$ cat config.mk
export PLATFORM = sky130hd
export DESIGN_NAME = alu_meta_v2
export DESIGN_NICKNAME = d
export VERILOG_FILES = /design/src/rtl/alu_meta_pkg.sv /design/src/rtl/alu_meta_sat_cnt.sv /design/src/rtl/alu_meta_v2.sv
export SDC_FILE = /design/constraint.sdc
export NUM_CORES = 1
export LEC_CHECK = 0
export ABC_AREA = 1
export BUFFER_PORTS_ARGS = -buffer_cell sky130_fd_sc_hd__buf_2
export CELL_PAD_IN_SITES_DETAIL_PLACEMENT = 1
export CELL_PAD_IN_SITES_GLOBAL_PLACEMENT = 1
export CORE_AREA = 2 2 317 319
export DETAILED_ROUTE_END_ITERATION = 10
export DIE_AREA = 0 0 319 321
export GPL_TIMING_DRIVEN = 1
export PLACE_DENSITY_LB_ADDON = 0.05
export SLEW_MARGIN = 10
export SYNTH_ARGS = -nofsm -noshare
export SYNTH_HDL_FRONTEND = slang
export SYNTH_SLANG_ARGS = --single-unit
$ cat constraint.sdc
create_clock -name clk -period 23.9 [get_ports clk]
set_clock_uncertainty 0.2 [all_clocks]
set_input_delay 4.78 -clock clk [delete_from_list [all_inputs] [get_ports clk]]
set_output_delay 4.78 -clock clk [all_outputs]
set_load 0.1 [all_outputs]
$ cat src/rtl/alu_meta_pkg.sv
// Shared constants for the metadata-modification ALU: opcodes, action-word
// field offsets (measured down from the action MSB) and default widths.
package alu_meta_pkg;

    localparam int DEF_ACTION_LEN  = 25;
    localparam int DEF_META_LEN    = 256;
    localparam int DEF_COMP_LEN    = 100;
    localparam int DEF_PORT_LSB    = 24;
    localparam int DEF_DISCARD_POS = 128;
    localparam int DEF_NTID_W      = 6;
    localparam int DEF_CNT_W       = 32;

    localparam int OPCODE_W = 4;
    localparam int PORT_W   = 8;

    typedef logic [OPCODE_W-1:0] opcode_t;

    localparam opcode_t OP_SET_PORT    = 4'b1100;
    localparam opcode_t OP_SET_DISCARD = 4'b1101;
    localparam opcode_t OP_SET_BOTH    = 4'b1110;
    localparam opcode_t OP_LOOP_CHK    = 4'b1010;

    // Offsets of each field's MSB below the action word MSB.
    localparam int ACT_OP_OFF   = 0;
    localparam int ACT_PORT_OFF = 4;
    localparam int ACT_DISC_OFF = 12;
    localparam int ACT_NTID_OFF = 14;

endpackage

$ cat src/rtl/alu_meta_sat_cnt.sv
// Saturating statistics counter; a clear takes priority over an increment.
module alu_meta_sat_cnt #(
    parameter int CNT_W = 32
) (
    input  logic             clk,
    input  logic             rst,
    input  logic             inc,
    input  logic             clr,
    output logic [CNT_W-1:0] cnt
);

    logic [CNT_W-1:0] cnt_q;
    logic [CNT_W-1:0] cnt_d;

    always_comb begin
        cnt_d = cnt_q;
        if (clr) begin
            cnt_d = '0;
        end else if (inc && (cnt_q != '1)) begin
            cnt_d = cnt_q + CNT_W'(1);
        end
    end

    always_ff @(posedge clk or posedge rst) begin
        if (rst) begin
            cnt_q <= '0;
        end else begin
            cnt_q <= cnt_d;
        end
    end

    assign cnt = cnt_q;

endmodule

$ cat src/rtl/alu_meta_v2.sv
// Two-stage metadata-modification ALU with valid/ready flow control.
// Optional saturating statistics are enabled by defining ALU_META_V2_STATS_EN.
module alu_meta_v2
    import alu_meta_pkg::*;
#(
    parameter int STAGE       = 0,
    parameter int ACTION_LEN  = DEF_ACTION_LEN,
    parameter int META_LEN    = DEF_META_LEN,
    parameter int COMP_LEN    = DEF_COMP_LEN,
    parameter int PORT_LSB    = DEF_PORT_LSB,
    parameter int DISCARD_POS = DEF_DISCARD_POS,
    parameter int NTID_W      = DEF_NTID_W,
    parameter int CNT_W       = DEF_CNT_W
) (
    input  logic                         clk,
    input  logic                         rst,
    input  logic [META_LEN+COMP_LEN-1:0] comp_meta_data_in,
    input  logic                         comp_meta_data_valid_in,
    input  logic [ACTION_LEN-1:0]        action_in,
    input  logic                         action_valid_in,
    output logic                         ready_out,
    output logic [META_LEN+COMP_LEN-1:0] comp_meta_data_out,
    output logic                         comp_meta_data_valid_out,
    input  logic                         ready_in,
    output logic                         align_err,
    input  logic                         stat_clr,
    output logic [CNT_W-1:0]             stat_pkt_cnt,
    output logic [CNT_W-1:0]             stat_drop_cnt
);

    localparam int VEC_W = META_LEN + COMP_LEN;

    opcode_t           opcode;
    logic [PORT_W-1:0] act_port;
    logic              act_disc;
    logic [NTID_W-1:0] act_ntid;
    logic [PORT_W-1:0] in_port;
    logic [VEC_W-1:0]  alu_result;

    logic              s1_valid_q, s1_valid_d;
    logic [VEC_W-1:0]  s1_data_q, s1_data_d;
    logic              s2_valid_q, s2_valid_d;
    logic [VEC_W-1:0]  s2_data_q, s2_data_d;
    logic              align_err_q, align_err_d;
    logic              accept;
    logic              s2_load;
    logic              out_xfer;

    assign opcode   = action_in[ACTION_LEN-1-ACT_OP_OFF -: OPCODE_W];
    assign act_port = action_in[ACTION_LEN-1-ACT_PORT_OFF -: PORT_W];
    assign act_disc = action_in[ACTION_LEN-1-ACT_DISC_OFF];
    assign act_ntid = action_in[ACTION_LEN-1-ACT_NTID_OFF -: NTID_W];
    assign in_port  = comp_meta_data_in[PORT_LSB +: PORT_W];

    always_comb begin
        alu_result = comp_meta_data_in;
        case (opcode)
            OP_SET_PORT: begin
                alu_result[PORT_LSB +: PORT_W]   = act_port;
                alu_result[VEC_W-1 -: NTID_W]    = act_ntid;
            end
            OP_SET_DISCARD: begin
                alu_result[DISCARD_POS]          = act_disc;
                alu_result[VEC_W-1 -: NTID_W]    = act_ntid;
            end
            OP_SET_BOTH: begin
                alu_result[PORT_LSB +: PORT_W]   = act_port;
                alu_result[DISCARD_POS]          = act_disc;
                alu_result[VEC_W-1 -: NTID_W]    = act_ntid;
            end
            OP_LOOP_CHK: begin
                // Packet would be sent back where it came from: drop it.
                if (in_port == act_port) begin
                    alu_result[DISCARD_POS]      = 1'b1;
                end
                alu_result[VEC_W-1 -: NTID_W]    = act_ntid;
            end
            default: ;
        endcase
    end

    // ready_out is combinational from ready_in so a full pipe can refill on drain.
    assign ready_out = ~s1_valid_q | ~s2_valid_q | ready_in;
    assign accept    = comp_meta_data_valid_in & action_valid_in & ready_out;
    assign s2_load   = ~s2_valid_q | ready_in;
    assign out_xfer  = s2_valid_q & ready_in;

    always_comb begin
        s1_valid_d  = s1_valid_q;
        s1_data_d   = s1_data_q;
        s2_valid_d  = s2_valid_q;
        s2_data_d   = s2_data_q;
        align_err_d = align_err_q | (ready_out & (comp_meta_data_valid_in ^ action_valid_in));

        if (s2_load) begin
            s2_valid_d = s1_valid_q;
            if (s1_valid_q) begin
                s2_data_d = s1_data_q;
            end
        end

        if (accept) begin
            s1_valid_d = 1'b1;
            s1_data_d  = alu_result;
        end else if (s2_load) begin
            s1_valid_d = 1'b0;
        end
    end

    always_ff @(posedge clk or posedge rst) begin
        if (rst) begin
            s1_valid_q  <= 1'b0;
            s1_data_q   <= '0;
            s2_valid_q  <= 1'b0;
            s2_data_q   <= '0;
            align_err_q <= 1'b0;
        end else begin
            s1_valid_q  <= s1_valid_d;
            s1_data_q   <= s1_data_d;
            s2_valid_q  <= s2_valid_d;
            s2_data_q   <= s2_data_d;
            align_err_q <= align_err_d;
        end
    end

    assign comp_meta_data_out       = s2_data_q;
    assign comp_meta_data_valid_out = s2_valid_q;
    assign align_err                = align_err_q;

`ifdef ALU_META_V2_STATS_EN
    alu_meta_sat_cnt #(.CNT_W(CNT_W)) u_pkt_cnt (
        .clk (clk),
        .rst (rst),
        .inc (out_xfer),
        .clr (stat_clr),
        .cnt (stat_pkt_cnt)
    );

    alu_meta_sat_cnt #(.CNT_W(CNT_W)) u_drop_cnt (
        .clk (clk),
        .rst (rst),
        .inc (out_xfer & s2_data_q[DISCARD_POS]),
        .clr (stat_clr),
        .cnt (stat_drop_cnt)
    );

    logic unused_bits;
    assign unused_bits = ^{action_in, 32'(STAGE)};
`else
    assign stat_pkt_cnt  = '0;
    assign stat_drop_cnt = '0;

    logic unused_bits;
    assign unused_bits = ^{action_in, 32'(STAGE), stat_clr, out_xfer};
`endif

endmodule
==> flow_summary.ini, run 1 <==
[global_route]
grt_pass1_vias = 22600
grt_use_total_pct = 17.7
grt_max_degree = 240
antenna_found_initial = 73
grt_pass1_wl_mm = 139
grt_overflow = 0

[yosys]
ys_async_sr_fraction_pct = 100
yosysTopAreaCellShare_pct = 65.8
synth_cell_types = 25
netlist_instances = 2772
synth-warning-count = 0
synth.area.top_cells = dfrtp_1 66%, nand2_1 10%, o21ai_0 6.3%
syn-cell-area_um2 = 27200
yosysTopAreaCell = dfrtp_1
synth_enable_flop_cells = 0
avgSynthCellArea_um2 = 9.80
yosys_most_used_dff = dfrtp_1
ys_top_cells_by_count = 745 x nand2_1, 715 x dfrtp_1, 351 x inv_1, 340 x o21ai_0, 320 x o21ai_1
yosysMostFrequentCell = nand2_1
seq_area_frac_synth_pct = 65.8
synth_seq_cells = 715

[timing]
drv_slew = 0
setup_viol = 0
finalWorstPathRequiredPeriod_ns = 10.64
hold_violations = 0
fmax_ghz = 0.0939
rsz0062_at_grt = false
max-slew-margin-rel_pct = 23.5
holdWs_ns = 0.260
setup_ws_ns = 13.26
tightest_slew_ns = 1.15
period_share_pct = 44.5
setup_tns_ns = 0

[cells_and_area]
regArea_um2 = 17900
final_area_um2 = 34600
drive_gt1_share_pct = 26.1
final.fill_count = 11600
final_cells = 4851
multi_input_area_um2 = 6950
nets = 3850
area_growth_pct = 27.4
utilization_pct = 34.9

[critical_path]
crit_required_ns = 18.92
crit_chain = buf_2 > inv_1 > nand2_2 > nor2_4 > inv_1 > buf_2
end_kind = output pin
cp_max_fo = 3
crit_slowest_cell = buf_2
path_buf_inv = 4
crit_arrival_ns = 5.66
path_class = in -> out
slowest_delay_ns = 0.44
cp_top_family = buffers and inverters
cp-start-kind = input port

[place]
portBuffers = 738
placedCellCount = 4671
place_ws_ns = 13.25
place_area_um2 = 31700
place.gp.congestion = 0.765
dp_hpwl_mm = 64.8

[floorplanning]
die_w_um = 319
rows = 116
die_h_um = 321
core-area_um2 = 99300
ioPinCount = 810
start_util_pct = 27.4
die-area_um2 = 102000

[clocking]
cts_hold_buf = 0
path_clk_slew_ns = 0.06
cts_tree = built
htree_levels = 3
cts_setup_buffers = 0
clock_tree.root_cell = clkbuf_16
cts.path.max_buffers = 3
ctsResizeCount = 0
clk_latency_ns = 0.64
cts_sinks = 715
cts_buffers = 87

[outcome]
outcome = finished, final reports clean

[detailed_routing]
routed_via_density = 4.34
firstDrtPassIters = 4
post_drt_wl_per_cell_um = 18.9
drtIter0Drc = 950
remaining_drc_errors = 0
vias = 21100
ant_nets = 0
wl_mm = 91.6

[run]
drv_cap = 0

[power_and_ir_drop]
clockPowerShare_pct = 28.5
power.switching_mw = 2.15
irDropWorstVdd_v = 0.0000617
p_leak_nw = 17.8
swShare_pct = 46.3
internal_power_mw = 2.49
powerDensity_nw_per_um2 = 134
power_mw = 4.65
power_frac_seq_pct = 33.5
comb_power_share_pct = 38.0

[min_path]
hold_path.class = reg -> reg
power by group through the flow:
stage	clock (mW)	combinational, mW	sequential [mW]
3_3_place_gp	0	1.77	1.57
3_5_place_dp	0	1.79	1.58
5_1_grt	1.42	1.85	1.59
2_1_floorplan	0	0.318	2.69
6_report	1.32	1.77	1.56
4_1_cts	1.37	1.79	1.56
per-layer routing:
| metal | wire (um) | global-route usage (%) | up-vias |
|---|---|---|---|
| met1 | 34100 | 19.2 | 10200 |
| met4 | 3310 | 7.01 | 58 |
| met2 | 45800 | 30.5 | 578 |
| li1 | - | - | 9961 |
| met5 | 371 | 0 | - |
| met3 | 8100 | 7.70 | 227 |
final timing paths:
| check | start | end | slack [ns] | cells past startpoint |
|---|---|---|---|---|
| min in group asynchronous | rst | s1_data_q[7] | 4.04 | 2 |
| max | ready_in | ready_out | 13.26 | 6 |
| min reg2reg | align_err | align_err | 0.26 | 1 |
| max reg2reg | comp_meta_data_valid_out | s1_data_q[83] | 19.95 | 8 |
| max in group asynchronous | rst | comp_meta_data_out[216] | 15.77 | 6 |
| min | align_err | align_err | 0.26 | 1 |
final cells by class:
| class | instances | share of cell area [%] |
|---|---|---|
| diodes | 22 | 0.159 |
| clock inverters | 24 | 0.676 |
| flip-flops and latches | 715 | 51.7 |
| well taps | 1298 | 4.69 |
| clock buffers | 134 | 7.65 |
| inverters | 353 | 3.84 |
| repair buffers | 757 | 11.2 |
| multi-input cells | 1548 | 20.1 |
cells by family after synthesis:
| family | share of synthesized area, % |
|---|---|
| buffers and inverters | 9.51 |
| AND/OR/NAND/NOR | 10.8 |
| XOR/XNOR | 0.129 |
| adder cells (fa/ha/maj) | 0.0460 |
| flip-flops | 65.8 |
| multiplexers | 0.953 |
| other | 0.0138 |
| AO/OA/AOI/OAI | 12.7 |
layout by cell type (no fill, tap or decap), drive strengths merged, types with 2 or more instances in the layout:
master,netlist,routed
inv,353,355
nand2,747,747
xnor2,4,4
clkinvlp,0,2
dfrtp,715,715
nand3,8,8
clkbuf,38,134
clkinv,0,16
a22oi,6,6
o21ai,660,660
a21oi,16,16
bufinv,0,4
conb,1,64
nor2,12,12
diode,0,22
o22ai,4,4
mux2,23,23
buf,181,757
flip-flops by register name, indices dropped and copies added, names as in the netlist:
signal / cells
s1_data_q: 356
align_err: 1
s1_valid_q: 1
comp_meta_data_valid_out: 1
comp_meta_data_out: 356
Power figures use the tool's default switching activity.
==> inputs of run 2 (changes only) <==
CORE_AREA = 2 2 319 321   (was 2 2 317 319)
DIE_AREA = 0 0 321 323   (was 0 0 319 321)
clock period = 10.35 ns   (was 23.9 ns; I/O delays follow)
==> flow_summary.ini, run 2 (synthesized netlist as in run 1, its figures left out) <==
[cells_and_area]
mostFrequentLayoutCells = 745 x nand2_1, 738 x buf_2, 715 x dfrtp_1
final_cells = 4855
layout_commonest_cell = nand2_1
drive_gt1_share_pct = 25.8
final_area_um2 = 34600
area_growth_pct = 27.2
final.fill_count = 11800
nets = 3849

[global_route]
grt_overflow = 0
grt_max_degree = 206
grt_pass1_vias = 22200
grt_use_total_pct = 17.1
grt_pass1_wl_mm = 135
antenna_found_initial = 70

[critical_path]
path_class = in -> out
crit_chain = buf_2 > inv_1 > nand2_2 > nor2_4 > inv_1 > buf_2
timing.rr.start = comp_meta_data_valid_out
crit_required_ns = 8.08
crit_slowest_cell = buf_2
r2r-end = comp_meta_data_out[160]
ff2ff_setup_slack_ns = 7.22
end_kind = output pin
cp-start-kind = input port
crit_arrival_ns = 2.96
slowest_delay_ns = 0.44
cp_max_fo = 3
reg2reg_depth = 5

[place]
placedCellCount = 4681
portBuffers = 738
dp_hpwl_mm = 62.9
place_area_um2 = 31700
place.gp.congestion = 0.771

[detailed_routing]
vias = 20900
wl_mm = 89.7
ant_nets = 0
routed_via_density = 4.31
drtIter0Drc = 931
post_drt_wl_per_cell_um = 18.5
remaining_drc_errors = 0
firstDrtPassIters = 5

[clocking]
clock_tree.root_cell = clkbuf_16
clk_latency_ns = 0.65
cts_tree = built
cts_buffers = 87
ctsResizeCount = 0
cts_setup_buffers = 0
cts_sinks = 715
cts_hold_buf = 0
htree_levels = 3
path_clk_slew_ns = 0.05
cts.path.max_buffers = 3

[floorplanning]
start_util_pct = 27.0
ioPinCount = 810
rows = 117
die-area_um2 = 104000
die_w_um = 321
die_h_um = 323
core-area_um2 = 101000

[power_and_ir_drop]
p_leak_nw = 17.7
irDropWorstVdd_v = 0.000129
powerDensity_nw_per_um2 = 308

[outcome]
outcome = finished, final reports clean

[min_path]
hold_start = s1_data_q[343]
min_to = s1_data_q[343]
whs_path_depth = 2
hold_path.class = reg -> reg

[timing]
rsz0062_at_grt = false
tightest_slew_ns = 1.08
holdWs_ns = 0.266
finalWorstPathRequiredPeriod_ns = 5.23
drv_slew = 0
setup_viol = 0
hold_violations = 0
period_share_pct = 50.5
max-slew-margin-rel_pct = 28.3
fmax_ghz = 0.191
setup_tns_ns = 0

[run]
drv_cap = 0
==> run 2: cell type report <==
type	count	area, um2	area share [%]
Clock inverter	17	178	0.514
Timing Repair Buffer	756	3920	11.3
Clock buffer	140	2620	7.58
Multi-Input combinational cell	1548	6950	20.1
Antenna cell	17	42.5	0.123
Sequential cell	715	17900	51.8
Tap cell	1309	1640	4.74
Inverter	353	1330	3.84
==> run 2: how the worst max path moves through the flow <==
stage,from,to,cells past startpoint
after floorplan,rst,align_err,1
after global placement,ready_in,ready_out,6
after detailed placement,ready_in,ready_out,6
after CTS,ready_in,ready_out,6
after global routing,ready_in,ready_out,6
final,ready_in,ready_out,6
==> run 2: routing by layer <==
metal	GRT usage (%)	routed length, um	vias up
met5	0	370	-
met4	6.47	3230	56
met3	7.59	8370	230
met2	29.5	44800	560
met1	18.3	33000	10100
li1	-	-	9952
==> run 2: where the power goes <==
group | switching, mW | internal (mW) | leakage [nW]
sequential | 0.238 | 3.36 | 8.90
combinational | 3.52 | 0.547 | 7.47
clock | 1.20 | 1.80 | 1.37
total | 4.96 | 5.70 | 17.7
==> run 2: critical path: cells and delay by family <==
kind,cells,cell delay [ns]
buffers and inverters,4,0.67
AND/OR/NAND/NOR,2,0.21
==> run 2: metrics by stage <==
stage | util [%] | total power, mW | setup slack, ns
global route | 34.3 | 11.2 | 5.09
finish | 34.3 | 10.7 | 5.12
floorplan | - | 6.94 | -1.71
detailed placement | 31.5 | 7.76 | 5.12
CTS | 34.3 | 10.8 | 5.12
global placement | 31.5 | 7.69 | 5.12
==> inputs of run 3 (changes only) <==
CORE_AREA = 2 2 317 319   (was 2 2 319 321)
DIE_AREA = 0 0 319 321   (was 0 0 321 323)
clock period = 4.2 ns   (was 10.35 ns; I/O delays follow)
==> flow_summary.ini, run 3 (synthesized netlist as in run 1, its figures left out) <==
[outcome]
outcome = finished, final reports clean

[power_and_ir_drop]
swShare_pct = 46.4
power.switching_mw = 12.3
p_leak_nw = 18.0
irDropWorstVdd_v = 0.000358
power_frac_seq_pct = 33.4
powerDensity_nw_per_um2 = 759
internal_power_mw = 14.3
clockPowerShare_pct = 28.7
comb_power_share_pct = 38.0

[timing]
hold_violations = 0
finalWorstPathRequiredPeriod_ns = 2.85
drv_slew = 0
fmax_ghz = 0.351
max-slew-margin-rel_pct = 39.2
tightest_slew_ns = 0.909
setup_viol = 0
rsz0062_at_grt = false
period_share_pct = 67.8

[place]
place.gp.congestion = 0.791
dp_hpwl_mm = 67.1
place_area_um2 = 32000
portBuffers = 738

[global_route]
grt_pass1_vias = 22900
grtUsageMet1_pct = 19.6
top_usage_layer = met2
gr-usage-met3_pct = 7.38
grt_use_total_pct = 18.0
grt_max_degree = 133
antenna_found_initial = 75
grt_overflow = 0
grt_pass1_wl_mm = 141
gr-usage-met2_pct = 30.7

[critical_path]
cp-start-kind = register
timing.rr.start = comp_meta_data_valid_out
setup.worst_path.start = comp_meta_data_valid_out
reg2reg_depth = 6
path_class = reg -> out
end_kind = output pin
cp_max_fo = 3
crit_arrival_ns = 1.81
crit_required_ns = 3.16

[clocking]
cts_tree = built
ctsResizeCount = 0
clk_latency_ns = 0.63
cts.path.max_buffers = 3
cts_buffers = 87
htree_levels = 3
cts_setup_buffers = 0
clock_tree.root_cell = clkbuf_16
path_clk_slew_ns = 0.06
cts_sinks = 715

[floorplanning]
core-area_um2 = 99300
die_w_um = 319
rows = 116
die-area_um2 = 102000
ioPinCount = 810
die_h_um = 321
start_util_pct = 27.4

[min_path]
whs_path_depth = 3
hold_path.class = in -> reg
hold_start = comp_meta_data_in[331]

[detailed_routing]
vias = 21200
post_drt_wl_per_cell_um = 19.0
drtIter0Drc = 1111
routed_via_density = 4.34
remaining_drc_errors = 0
ant_nets = 0
firstDrtPassIters = 4
wl_mm = 92.7

[run]
drv_cap = 0

[cells_and_area]
mostFrequentLayoutCells = 745 x nand2_1, 738 x buf_2, 715 x dfrtp_1
utilization_pct = 35.3
area_growth_pct = 28.8
nets = 3873
layout_commonest_cell = nand2_1
drive_gt1_share_pct = 26.7
final_area_um2 = 35000
## run 3: stage by stage
stage | worst slack, ns | instances | hold WS, ns | setup TNS, ns | power (mW)
floorplan | -6.63 | 2835 | 0.238 | -4741.73 | 17.1
global placement | 1.17 | 4693 | 0.240 | 0 | 19.0
detailed placement | 1.10 | 4693 | 0.246 | 0 | 19.2
CTS | 1.27 | 4856 | 0.125 | 0 | 27.1
global route | 1.25 | 4875 | 0.176 | 0 | 27.8
finish | 1.35 | 4881 | 0.201 | 0 | 26.6
## run 3: final cells by class
cell class                      instances  area, um2
Multi-Input combinational cell       1548       6950
Timing Repair Buffer                  780       4240
Clock inverter                         31        305
Clock buffer                          131       2620
Fill cell                           11500      64300
Inverter                              353       1330
Sequential cell                       715      17900
Antenna cell                           25       62.6
Tap cell                             1298       1620
## run 3: repair_timing
action,in CTS,in global routing
hold endpoints to repair,7,0
hold buffers,1,0
endpoints found under the setup margin,0,0
## run 3: path summary, 6_finish.rpt
path,to,slack (ns)
worst max-delay path,ready_out,1.35
worst min-delay path,s1_data_q[331],0.20
worst max register to register,s1_data_q[352],1.90
worst min register to register,s1_data_q[342],0.27
max in group asynchronous,s1_data_q[135],2.02
min in group asynchronous,comp_meta_data_out[319],0.59
## run 3: critical path, cell delays in order, from the launching register on
cell,delay [ns]
dfrtp_1,0.38
nand2_2,0.17
nor2_4,0.07
inv_1,0.11
buf_2,0.44
## run 3: power by group through the flow
stage	clock network [mW]	registers, mW	logic, mW
6_report	7.62	8.88	10.1
5_1_grt	8.21	9.05	10.6
4_1_cts	7.94	8.90	10.2
3_5_place_dp	0	9.00	10.2
3_3_place_gp	0	8.94	10.1
2_1_floorplan	0	15.3	1.81
## run 3: routing by layer
| layer | up-vias | share of wire (%) |
|---|---|---|
| met1 | 10300 | 37 |
| met4 | 52 | 3.6 |
| met3 | 221 | 9.0 |
| met2 | 595 | 50 |
| met5 | - | 0.35 |
| li1 | 10000 | - |
